[src/rtl/pulse_list_reader.sv]
// Streams one bank of pulse-list BRAM entries to the PC as a header word plus data words,
// keeping reads in flight plus buffered records within a 4-record window.
`timescale 1ns/1ps
module pulse_list_reader #(
    parameter int XB_SIZE         = 32,
    parameter int DATA_SIZE       = 64,
    parameter int N_ZMW           = 128,
    parameter int BRAM_READ_DELAY = 3
) (
    input  logic                     CLK,
    input  logic                     RESET_N,
    input  logic                     start,
    input  logic                     bank,
    output logic                     busy,
    output logic                     done,
    output logic                     bram_sel,
    output logic [$clog2(N_ZMW)-1:0] bram_addr,
    output logic                     bram_en,
    input  logic [DATA_SIZE-1:0]     bram_dout,
    output logic                     fpga_msg_valid,
    output logic [XB_SIZE-1:0]       fpga_msg,
    input  logic                     fpga_msg_ack
);
    localparam int AW  = $clog2(N_ZMW);
    localparam int NW  = DATA_SIZE / XB_SIZE;
    localparam int WCW = $clog2(NW + 1);
    localparam int D   = BRAM_READ_DELAY;

    typedef enum logic [1:0] {IDLE, STREAM, FLUSH} state_t;

    state_t                    state_q, state_d;
    logic                      busy_q, busy_d, done_q, done_d;
    logic                      sel_q, sel_d, en_q, en_d;
    logic [AW-1:0]             addr_q, addr_d;
    logic [2:0]                credit_q, credit_d;
    logic [D-1:0]              dly_vld_q, dly_vld_d;
    logic [D-1:0][AW-1:0]      dly_idx_q, dly_idx_d;
    logic [3:0][AW-1:0]        fifo_idx_q, fifo_idx_d;
    logic [3:0][DATA_SIZE-1:0] fifo_dat_q, fifo_dat_d;
    logic [1:0]                wr_ptr_q, wr_ptr_d, rd_ptr_q, rd_ptr_d;
    logic [2:0]                fill_q, fill_d;
    logic                      msg_vld_q, msg_vld_d, last_q, last_d;
    logic [XB_SIZE-1:0]        msg_q, msg_d;
    logic [WCW-1:0]            widx_q, widx_d;
    logic                      accept, issue, push, pop, xfer;

    always_comb begin
        state_d    = state_q;
        busy_d     = busy_q;
        done_d     = 1'b0;
        sel_d      = sel_q;
        en_d       = 1'b0;
        addr_d     = addr_q;
        dly_vld_d  = dly_vld_q;
        dly_idx_d  = dly_idx_q;
        fifo_idx_d = fifo_idx_q;
        fifo_dat_d = fifo_dat_q;
        wr_ptr_d   = wr_ptr_q;
        rd_ptr_d   = rd_ptr_q;
        msg_vld_d  = msg_vld_q;
        msg_d      = msg_q;
        last_d     = last_q;
        widx_d     = widx_q;
        accept     = 1'b0;
        issue      = 1'b0;
        pop        = 1'b0;
        push       = dly_vld_q[D-1];
        xfer       = msg_vld_q & fpga_msg_ack;

        unique case (state_q)
            IDLE: begin
                if (start) begin
                    accept  = 1'b1;
                    sel_d   = bank;
                    addr_d  = '0;
                    en_d    = 1'b1;
                    busy_d  = 1'b1;
                    state_d = STREAM;
                end
            end
            STREAM: begin
                if (credit_q < 3'd4) begin
                    en_d   = 1'b1;
                    issue  = 1'b1;
                    addr_d = addr_q + 1'b1;
                    if (addr_q == AW'(N_ZMW - 2)) state_d = FLUSH;
                end
            end
            FLUSH: begin
                if (xfer && last_q) begin
                    state_d = IDLE;
                    busy_d  = 1'b0;
                    done_d  = 1'b1;
                end
            end
            default: state_d = IDLE;
        endcase

        // Index travels beside each read so it lines up with bram_dout on arrival
        dly_vld_d[0] = en_q;
        dly_idx_d[0] = addr_q;
        for (int i = 1; i < D; i++) begin
            dly_vld_d[i] = dly_vld_q[i-1];
            dly_idx_d[i] = dly_idx_q[i-1];
        end

        if (push) begin
            fifo_idx_d[wr_ptr_q] = dly_idx_q[D-1];
            fifo_dat_d[wr_ptr_q] = bram_dout;
            wr_ptr_d             = wr_ptr_q + 1'b1;
        end

        // The output slot reloads whenever it is empty or being taken this edge
        if (!msg_vld_q || fpga_msg_ack) begin
            if (fill_q != 3'd0) begin
                msg_vld_d = 1'b1;
                if (widx_q == '0)
                    msg_d = {8'hA5, sel_q, (XB_SIZE-9)'(fifo_idx_q[rd_ptr_q])};
                for (int w = 1; w <= NW; w++) begin
                    if (widx_q == WCW'(w))
                        msg_d = fifo_dat_q[rd_ptr_q][DATA_SIZE - w*XB_SIZE +: XB_SIZE];
                end
                if (widx_q == WCW'(NW)) begin
                    pop      = 1'b1;
                    widx_d   = '0;
                    rd_ptr_d = rd_ptr_q + 1'b1;
                    last_d   = (fifo_idx_q[rd_ptr_q] == AW'(N_ZMW - 1));
                end else begin
                    widx_d = widx_q + 1'b1;
                    last_d = 1'b0;
                end
            end else begin
                msg_vld_d = 1'b0;
                last_d    = 1'b0;
            end
        end

        fill_d   = fill_q + {2'b00, push} - {2'b00, pop};
        credit_d = accept ? 3'd1 : (credit_q + {2'b00, issue} - {2'b00, pop});
    end

    always_ff @(posedge CLK or negedge RESET_N) begin
        if (!RESET_N) begin
            state_q    <= IDLE;
            busy_q     <= 1'b0;
            done_q     <= 1'b0;
            sel_q      <= 1'b0;
            en_q       <= 1'b0;
            addr_q     <= '0;
            credit_q   <= '0;
            dly_vld_q  <= '0;
            dly_idx_q  <= '0;
            fifo_idx_q <= '0;
            fifo_dat_q <= '0;
            wr_ptr_q   <= '0;
            rd_ptr_q   <= '0;
            fill_q     <= '0;
            msg_vld_q  <= 1'b0;
            msg_q      <= '0;
            last_q     <= 1'b0;
            widx_q     <= '0;
        end else begin
            state_q    <= state_d;
            busy_q     <= busy_d;
            done_q     <= done_d;
            sel_q      <= sel_d;
            en_q       <= en_d;
            addr_q     <= addr_d;
            credit_q   <= credit_d;
            dly_vld_q  <= dly_vld_d;
            dly_idx_q  <= dly_idx_d;
            fifo_idx_q <= fifo_idx_d;
            fifo_dat_q <= fifo_dat_d;
            wr_ptr_q   <= wr_ptr_d;
            rd_ptr_q   <= rd_ptr_d;
            fill_q     <= fill_d;
            msg_vld_q  <= msg_vld_d;
            msg_q      <= msg_d;
            last_q     <= last_d;
            widx_q     <= widx_d;
        end
    end

    assign busy           = busy_q;
    assign done           = done_q;
    assign bram_sel       = sel_q;
    assign bram_addr      = addr_q;
    assign bram_en        = en_q;
    assign fpga_msg_valid = msg_vld_q;
    assign fpga_msg       = msg_q;

endmodule

[config.mk]
export PLATFORM = sky130hd
export DESIGN_NAME = pulse_list_reader
export DESIGN_NICKNAME = d
export VERILOG_FILES = /design/src/rtl/pulse_list_reader.sv
export SDC_FILE = /design/constraint.sdc
export NUM_CORES = 1
export LEC_CHECK = 0
export CORE_MARGIN = 8
export CORE_UTILIZATION = 45
export CTS_CLUSTER_DIAMETER = 200
export DETAILED_ROUTE_END_ITERATION = 8
export PLACE_DENSITY = 0.73
export SLEW_MARGIN = 20
export SYNTH_ARGS = -nofsm -noshare
export SYNTH_HDL_FRONTEND = slang
export SYNTH_SLANG_ARGS = --single-unit
[constraint.sdc]
create_clock -name CLK -period 6.2 [get_ports CLK]
set_input_delay 0.93 -clock CLK [delete_from_list [all_inputs] [get_ports CLK]]
set_output_delay 0.93 -clock CLK [all_outputs]
set_load 0.02 [all_outputs]
# Yosys cells after proc, flatten, opt, wreduce, memory -nomap -nowiden
# Cells that the tools add are included.
totals:
  inputBits: 69
  output_inout_bits: 44
  ff_bits: 367
classes:
  n_addsub: 8
  n_mux: 39
  bitwise: 1
  n_eq_ne: 10
  n_reduce_logical: 17
  magnitude_cmp: 4
op_table:
  columns: ["cell", "count"]
  rows:
  - ["bitwise mux 256 bit", 1]
  - ["binary-select mux 64 bit (select 2 bit)", 1]
  - ["demux 64 bit (select 2 bit)", 1]
  - ["two-way mux 64 bit", 2]
  - ["two-way mux 32 bit", 3]
  - ["bitwise mux 28 bit", 1]
  - ["two-way mux 7 bit", 4]
  - ["binary-select mux 7 bit (select 2 bit)", 1]
  - ["demux 7 bit (select 2 bit)", 1]
  - ["equality test 7 bit, second input constant", 2]
  - ["two-way mux 1 bit", 14]
  - ["case mux 7 bit (2 select lines)", 1]
  - ["AND reduction 3 bit", 4]
  - ["two-way mux 2 bit", 5]
  - ["inequality test 2 bit, second input constant", 4]
  - ["adder 7 x 1 -> 7 bit, second input constant", 1]
  - ["adder 2 x 1 -> 2 bit, second input constant", 3]
  - ["adder 3 x 1 -> 3 bit", 2]
  - ["less-than comparator 2 x 3 -> 1 bit, second input constant", 2]
  - ["case mux 2 bit (3 select lines)", 1]
  - ["nonzero test 3 bit", 2]
  - ["subtractor 3 x 1 -> 3 bit", 2]
  - ["equality test 2 x 1 -> 1 bit, second input constant", 2]
  - ["equality test 2 bit, second input constant", 2]
  - ["12 further kinds", 17]

# Depth between registers and ports, before layout
# Gate-level depths: netlist (run 1).
depth:
  depth_word: 6
  depth_mapped: 10
  depth_no_buf: 9

# Worst setup path after synthesis (run 1)
# OpenSTA, ideal clock, no wires.
synth_timing:
  kind: "input to register"
  startpoint: "input port fpga_msg_ack"
  endpoint: "register fill_q[2]"
  arrival_ns: 2.509
  stages: 9
  path_slack_ns: 3.566
  setup_time_ns: 0.125
  path_cell_list: "nand2b_1 nand3_1 clkbuf_1 xnor2_1 ha_1 inv_1 fa_1 xnor2_1 xnor2_1"
synth_between:
  elab_chain_len: 3
synth_rtl:
  columns: ["element", "line", "source"]
  rows:
  - ["start: declaration", "22", "input logic fpga_msg_ack"]
  - ["logical OR 1 bit", "114", "if (!msg_vld_q || fpga_msg_ack) begin"]
  - ["two-way mux 1 bit", "114", null]
  - ["subtractor 3 x 1 -> 3 bit", "138", "fill_d = fill_q + {2'b00, push} - {2'b00, pop};"]
  - ["via fill_d[2]", "41", "logic [2:0] fill_q, fill_d;"]
  - ["end signal: assignment", "176", "fill_q <= fill_d;"]
  - ["end: declaration", "41", null]
# The timed path passes the listed nets, and every way through them passes these cells.
# A chain may end at the register's enable or synchronous reset.

# Worst setup path after layout (run 1)
layout_timing:
  startpoint: "register widx_q[1]"
  endpoint: "register fill_q[2]"
layout_between:
  elab_chain_len: 5
layout_rtl:
  columns: ["element", "line", "source"]
  rows:
  - ["start: declaration", "44", "logic [WCW-1:0] widx_q, widx_d;"]
  - ["start signal: assignment", "180", "widx_q <= widx_d;"]
  - ["equality test 2 bit", "123", "if (widx_q == WCW'(NW)) begin"]
  - ["two-way mux 1 bit", "123", null]
  - ["two-way mux 1 bit", "115", "if (fill_q != 3'd0) begin"]
  - ["two-way mux 1 bit", "114", null]
  - ["subtractor 3 x 1 -> 3 bit", "138", null]
  - ["via fill_d[2]", "41", null]
# The timed path passes the listed nets, and every way through them passes these cells.

==> results of run 1 <==
## cells in the mapped netlist (all sizes together), types with 3 or more instances
| master | instances |
|---|---|
| a2111oi | 8 |
| a21oi | 17 |
| a221o | 20 |
| a22o | 20 |
| and2 | 9 |
| buf | 32 |
| clkbuf | 40 |
| dfrtp | 367 |
| ha | 8 |
| inv | 8 |
| mux2 | 285 |
| mux4 | 71 |
| nand2 | 17 |
| nand3 | 6 |
| nand4 | 3 |
| nor2 | 20 |
| nor2b | 21 |
| nor3 | 13 |
| o21ai | 6 |
| o22ai | 9 |
| or3 | 3 |
| xnor2 | 9 |
| xor2 | 4 |
## kinds of logic (layout without fill, tap and decap cells)
family / count (synthesis) / in the layout / share of synthesized area (%)
flops: 367 / 367 / 57.9
fa+ha+maj: 10 / 10 / 0.883
mux: 356 / 356 / 30.3
simple gates: 102 / 102 / 3.42
xor+xnor: 13 / 13 / 0.717
compound gates: 83 / 83 / 4.37
buf+inv: 80 / 206 / 2.42
## through the flow
stage / hold slack [ns] / util [%] / total power [uW] / std cells
final: 0.347 / 53.9 / 10600 / 1592
after global routing: 0.355 / 53.9 / 11200 / 1592
after CTS: 0.348 / 53.9 / 10800 / 1592
after detailed placement: 0.336 / 50.2 / 8450 / 1518
after global placement: 0.332 / 50.2 / 8280 / 1518
after floorplan: 0.331 / - / 7270 / 1011
## flip-flops by register name (all words and copies together), names as in the netlist
| register | flops |
|---|---|
| bram_addr | 7 |
| bram_en | 1 |
| bram_sel | 1 |
| busy | 1 |
| credit_q | 3 |
| dly_idx_d | 14 |
| dly_idx_q | 7 |
| dly_vld_q | 3 |
| done | 1 |
| fifo_dat_q | 256 |
| fifo_idx_q | 28 |
| fill_q | 3 |
| fpga_msg | 32 |
| fpga_msg_valid | 1 |
| last_q | 1 |
| rd_ptr_q | 2 |
| state_q | 2 |
| widx_q | 2 |
| wr_ptr_q | 2 |
## cell type report
type / count / area share, %
Sequential cell: 367 / 49.3
Multi-Input combinational cell: 564 / 34.0
Timing Repair Buffer: 124 / 6.66
Clock buffer: 55 / 5.99
Tap cell: 455 / 3.05
Clock inverter: 19 / 0.839
Inverter: 8 / 0.161
## power groups by stage
stage          clock, uW  sequential [uW]  combinational (uW)
6_report            2260             4370                3980
5_1_grt             2420             4530                4300
3_5_place_dp           0             4410                4030
2_1_floorplan          0             4100                3160
3_3_place_gp           0             4350                3930
4_1_cts             2330             4380                4050
## metal layers
metal / vias to the layer above / wire (um)
met5: - / 41
li1: 3961 / -
met3: 46 / 1960
met2: 168 / 17400
met4: 6 / 529
met1: 4822 / 15200
## worst min path at each step
stage	from	end	slack [ns]	cells past startpoint
global placement	dly_vld_q[1]$_DFF_PN0_	dly_vld_q[2]$_DFF_PN0_	0.33	0
CTS	dly_vld_q[0]$_DFF_PN0_	dly_vld_q[1]$_DFF_PN0_	0.35	0
finish	dly_vld_q[1]$_DFF_PN0_	dly_vld_q[2]$_DFF_PN0_	0.35	0
global route	dly_vld_q[1]$_DFF_PN0_	dly_vld_q[2]$_DFF_PN0_	0.36	0
detailed placement	dly_idx_d[12]$_DFF_PN0_	dly_idx_d[19]$_DFF_PN0_	0.34	0
floorplan	dly_idx_d[7]$_DFF_PN0_	dly_idx_d[14]$_DFF_PN0_	0.33	0
==> key figures, run 1 <==
STA
  • Final Hold Fails: 0
  • Worst setup margin: 3.21 ns
  • Clock Skew: 0.0182 ns
  • Tcrit/Tclk final: 48.3%
  • Fmax: 0.334 GHz
  • Least-Margin Pin Slew: 0.964 ns
  • Final Setup Violations: 0
  • Slew HR: 35.7%
  • RSZ-0062 raised after global routing: no
  • Setup TNS: 0 ns
  • Slew Limit Fails: 0
  • Min Tclk post-route: 2.99 ns

Clock network
  • CTS root buf: clkbuf_16
  • Clock buffer count from CTS: 40
  • CTS sink cnt: roughly 370
  • CTS tree: done
  • Maximum level of the CTS H-tree: 2
  • Clock Path Buffers: 3
  • Clk Latency, worst-skew pair: about 0.54 ns
  • Post-CTS setup buffers: 0
  • Worst-path clk slew: around 0.07 ns
  • Gates resized, CTS repair: 0
  • Post-CTS Hold Buffers: 0

Worst setup path
  • CP top delay family: flip-flops
  • Reg2reg setup slack: between 3 and 4 ns
  • CP Launch Type: flip-flop
  • CP max stage delay: 1.00 ns
  • CP max FO: 37
  • Reg2Reg Depth: 8
  • Worst Path Required: 6.67 ns
  • Crit-path cells: nor2b_1 -> nand3_1 -> xnor2_1 -> ha_1 -> inv_1 -> fa_1 -> xnor2_1 -> xnor2_1
  • Origin of the worst setup path: widx_q[1]$_DFFE_PN0P_
  • Most Frequent Cell on Critical Path: xnor2_1
  • Crit path depth: 8
  • Critical R2R Capture: fill_q[2]$_DFF_PN0_
  • Critical-path top delay cell: dfrtp_2
  • Worst R2R Start: widx_q[1]$_DFFE_PN0P_
  • Crit path buffers/inverters: 1
  • Critical Path End: fill_q[2]$_DFF_PN0_
  • Path type of the worst setup path: reg2reg
  • Crit path capture type: flip-flop
  • CP arrival: around 3.5 ns

Synth
  • Syn nets: 1090
  • Mapped Area: ~16000 sq um
  • Top FF cell, synth: dfrtp_1
  • Top post-synthesis cells by area: dfrtp_1, mux2_2, mux4_2
  • Synth async-reset ratio: 100%
  • Register area share after synthesis: 57.9%
  • Syn Inst Count: 1011
  • Synthesized flop and latch total: ~370
  • Yosys top cell area share: 57.9%
  • Distinct cell type count after synthesis: 44
  • Number of synthesized flops with an enable pin: 0
  • Area leader, netlist: dfrtp_1
  • Ys Warns: 0
  • Mean Syn Cell Area: 15.7 sq um

Min path
  • Hold Path Class: reg2reg

Drt
  • DRT iter0 DRCs: 434
  • Routed Antenna Nets: 0
  • Routed len/inst: 22.1 um
  • Vias: 9003
  • Residual DRC count: 0
  • DR vias/cell: roughly 5.7
  • TritonRoute pass-1 iters: 4
  • Wirelength, routed: 35100 um

Final layout
  • Layout cells sized above 1: 39.6%
  • Fin nets: around 1200
  • P&R area growth vs syn: 17.5%
  • Layout fillers: 2839
  • Most common cell after layout, fill and taps aside: dfrtp_1
  • Area of the multi-input gates: between 6000 and 7000 sq um
  • # diodes: 0
  • Sequential Area: 9190 sq um
  • Final instance area: 18600 sq um
  • Most frequent cells in the layout: dfrtp_1, mux2_2, clkdlybuf4s50_1, mux4_2, clkbuf_16

Job
  • Max cap viols: 0

Global route
  • Global route hottest layer: met2
  • Initial antenna violation count: 3
  • Met2 Use GR: 28.5%
  • Vias in the first global route: 9695
  • Met3 GRT Util: 3.90%
  • First-pass GRT wire length: 56600 um
  • Met1 Use GR: a little under a quarter
  • Tot GR Track Use: 17.1%
  • Largest net degree at the start of global routing: 151
  • Grt ovf: 0

Die
  • Core footprint: 34600 sq um
  • IO Pins: 113
  • Initial Utilization: 45.8%
  • Die area: approximately 42000 sq um
  • Die Ht: 204 um
  • Die width: 204 um
  • Row Count: 68

Pwr
  • Sw power: 3360 uW
  • LEAKAGE: 0.00775 uW
  • Clk pwr share: 21.3%
  • Maximum vdd drop: 0.268 mV
  • Power Density: 569 nW/um^2
  • Comb pwr share: between 30% and 40%
  • Sequential share of power: 41.1%
  • Switch share: 31.6%
  • Internal: 7260 uW

Place
  • Dpl cell area: 17400 sq um
  • Placer congestion estimate: 0.747
  • I/O Buffers: 112
  • Pre-CTS setup slack: between 2 and 3 ns
  • Detailed placer's ending HPWL: between 20000 and 25000 um

Outcome
  • Status: complete, no violations
(Power assumes the default switching activity.)
==> run 2, diff against run 1 <==
==> constraint.sdc (replaced) <==
create_clock -name CLK -period 3 [get_ports CLK]
set_input_delay 0.45 -clock CLK [delete_from_list [all_inputs] [get_ports CLK]]
set_output_delay 0.45 -clock CLK [all_outputs]
set_load 0.02 [all_outputs]
==> key figures, run 2 (same netlist as run 1, synthesis figures left out) <==
Outcome
  • Status: complete, no violations (unchanged)

Drt
  • TritonRoute pass-1 iters: 4 (unchanged)
  • Routed Antenna Nets: 0 (unchanged)
  • Vias: 9116 (was 9003)
  • DR vias/cell: 5.68 (was 5.66)
  • DRT iter0 DRCs: 554 (was 434)
  • WL met2: 16600 um (was 17400 um)
  • Met3 WL: 1970 um (was 1960 um)
  • Routed len/inst: 21.8 um (was 22.1 um)
  • Wirelength, routed: 35000 um (was 35100 um)
  • Residual DRC count: 0 (unchanged)
  • Top routing layer in use: met5 (unchanged)
  • M1 WL: 15400 um (was 15200 um)

Worst setup path
  • CP max FO: 4 (was 37)
  • Crit path capture type: flip-flop (unchanged)
  • CP arrival: 2.73 ns (was 3.46 ns)
  • Worst Path Required: 3.43 ns (was 6.67 ns)
  • CP Launch Type: flip-flop (unchanged)
  • Path type of the worst setup path: reg2reg (unchanged)
  • Reg2reg setup slack: 0.70 ns (was 3.21 ns)

Final layout
  • # diodes: 0 (unchanged)
  • Layout cells sized above 1: 40.1% (was 39.6%)
  • Top reg by flops: fifo_dat_q (unchanged)
  • Fin nets: 1200 (was 1184)
  • Most frequent cells in the layout: dfrtp_1, mux2_2, clkdlybuf4s50_1, mux4_2, clkbuf_16 (unchanged)
  • P&R area growth vs syn: 19.2% (was 17.5%)
  • Number of flip-flops in the largest register: 256 (unchanged)
  • Most common cell after layout, fill and taps aside: dfrtp_1 (unchanged)

STA
  • Slew HR: 33.7% (was 35.7%)
  • Least-Margin Pin Slew: 0.992 ns (was 0.964 ns)
  • RSZ-0062 raised after global routing: no (unchanged)
  • Min Tclk post-route: 2.30 ns (was 2.99 ns)
  • Tcrit/Tclk final: 76.7% (was 48.3%)
  • Final Hold Fails: 0 (unchanged)
  • Setup TNS: 0 ns (unchanged)
  • Hold WS: 0.346 ns (was 0.347 ns)
  • Slew Limit Fails: 0 (unchanged)
  • Final Setup Violations: 0 (unchanged)
  • Fmax: 0.434 GHz (was 0.334 GHz)
  • Clock Skew: 0.0190 ns (was 0.0182 ns)

Clock network
  • Clock Path Buffers: 3 (unchanged)
  • Maximum level of the CTS H-tree: 2 (unchanged)
  • Clock buffer count from CTS: 40 (unchanged)
  • Worst-path clk slew: 0.06 ns (was 0.07 ns)
  • Gates resized, CTS repair: 0 (unchanged)
  • Post-CTS setup buffers: 0 (unchanged)
  • CTS tree: done (unchanged)
  • CTS root buf: clkbuf_16 (unchanged)
  • Clk Latency, worst-skew pair: 0.54 ns (about the same)
  • CTS sink cnt: 367 (unchanged)

Die
  • Row Count: 68 (unchanged)
  • Die Ht: 204 um (unchanged)
  • Initial Utilization: 45.8% (unchanged)
  • Core footprint: 34600 sq um (unchanged)
  • IO Pins: 113 (unchanged)
  • Die area: 41500 sq um (unchanged)
  • Die width: 204 um (unchanged)

Place
  • I/O Buffers: 112 (unchanged)
  • Placer congestion estimate: 0.784 (was 0.747)
  • Detailed placer's ending HPWL: 22300 um (was 21700 um)

Pwr
  • Power Density: 1180 nW/um^2 (was 569 nW/um^2)
  • Maximum vdd drop: 0.635 mV (was 0.268 mV)
  • LEAKAGE: 0.00788 uW (was 0.00775 uW)

Global route
  • Tot GR Track Use: 17.2% (was 17.1%)
  • Largest net degree at the start of global routing: 118 (was 151)
  • Initial antenna violation count: 2 (was 3)
  • First-pass GRT wire length: 56400 um (was 56600 um)
  • Grt ovf: 0 (unchanged)
  • Vias in the first global route: 9886 (was 9695)

Job
  • Max cap viols: 0 (unchanged)

Min path
  • Hold Path Class: reg2reg (unchanged)
## run 2: changes by cell type in the layout (fill, tap and decap cells not counted), sizes merged
| cell | before | now |
|---|---|---|
| clkinv | 17 | 13 |
| clkinvlp | 1 | 0 |
| dlygate4sd3 | 0 | 1 |
| bufinv | 1 | 3 |
| clkbuf | 55 | 56 |
| buf | 13 | 28 |
## run 2: layout make-up
type / count / area [sq um]
Clock buffer: 56 / 1120
Clock inverter: 16 / 196
Fill cell: 2811 / 15700
Inverter: 8 / 30.0
Multi-Input combinational cell: 564 / 6340
Sequential cell: 367 / 9190
Tap cell: 455 / 569
Timing Repair Buffer: 140 / 1460
## run 2: stage by stage
step           setup slack, ns  util, %  cell area (sq um)  cells  power [uW]
2_1_floorplan            0.661        -              15900   1011       15000
3_3_place_gp             0.440     50.8              17600   1533       17300
3_5_place_dp             0.437     50.8              17600   1533       17700
4_1_cts                  0.665     54.6              18900   1606       22600
5_1_grt                  0.525     54.6              18900   1606       23700
6_report                 0.698     54.6              18900   1606       22300
## run 2: path summary, 6_finish.rpt
path	start	to	cells after the start
hold / removal	dly_vld_q[1]$_DFF_PN0_	dly_vld_q[2]$_DFF_PN0_	0
setup / recovery	fill_q[1]$_DFF_PN0_	credit_q[2]$_DFF_PN0_	9
hold reg to reg	dly_vld_q[1]$_DFF_PN0_	dly_vld_q[2]$_DFF_PN0_	0
setup reg to reg	fill_q[1]$_DFF_PN0_	credit_q[2]$_DFF_PN0_	9
min in group asynchronous	RESET_N	wr_ptr_q[1]$_DFFE_PN0P_	2
max in group asynchronous	RESET_N	widx_q[1]$_DFFE_PN0P_	3
## run 2: metal layers
layer,up-vias,GRT usage (%)
met5,-,0
met4,2,5.85
met3,60,3.55
met2,214,27.2
met1,4840,23.5
li1,4000,-
## run 2: worst max-delay path: stages, from the launching register on
cell	delay, ns
dfrtp_1	0.43
or3_1	0.45
and3_1	0.21
xnor2_1	0.17
ha_1	0.16
inv_1	0.04
fa_1	0.37
xor2_1	0.17
xnor2_1	0.13
nor2_1	0.06
## run 2: where the power goes
part / switching (uW) / total, uW / internal, uW
Combinational: 3460 / 8550 / 5090
Clock: 1960 / 4850 / 2890
Sequential: 1560 / 8950 / 7390
## run 2: timing repair
item | CTS | global route
hold endpoints to repair | 31 | 0
hold buffers | 1 | 0
endpoints found under the setup margin | 0 | 0
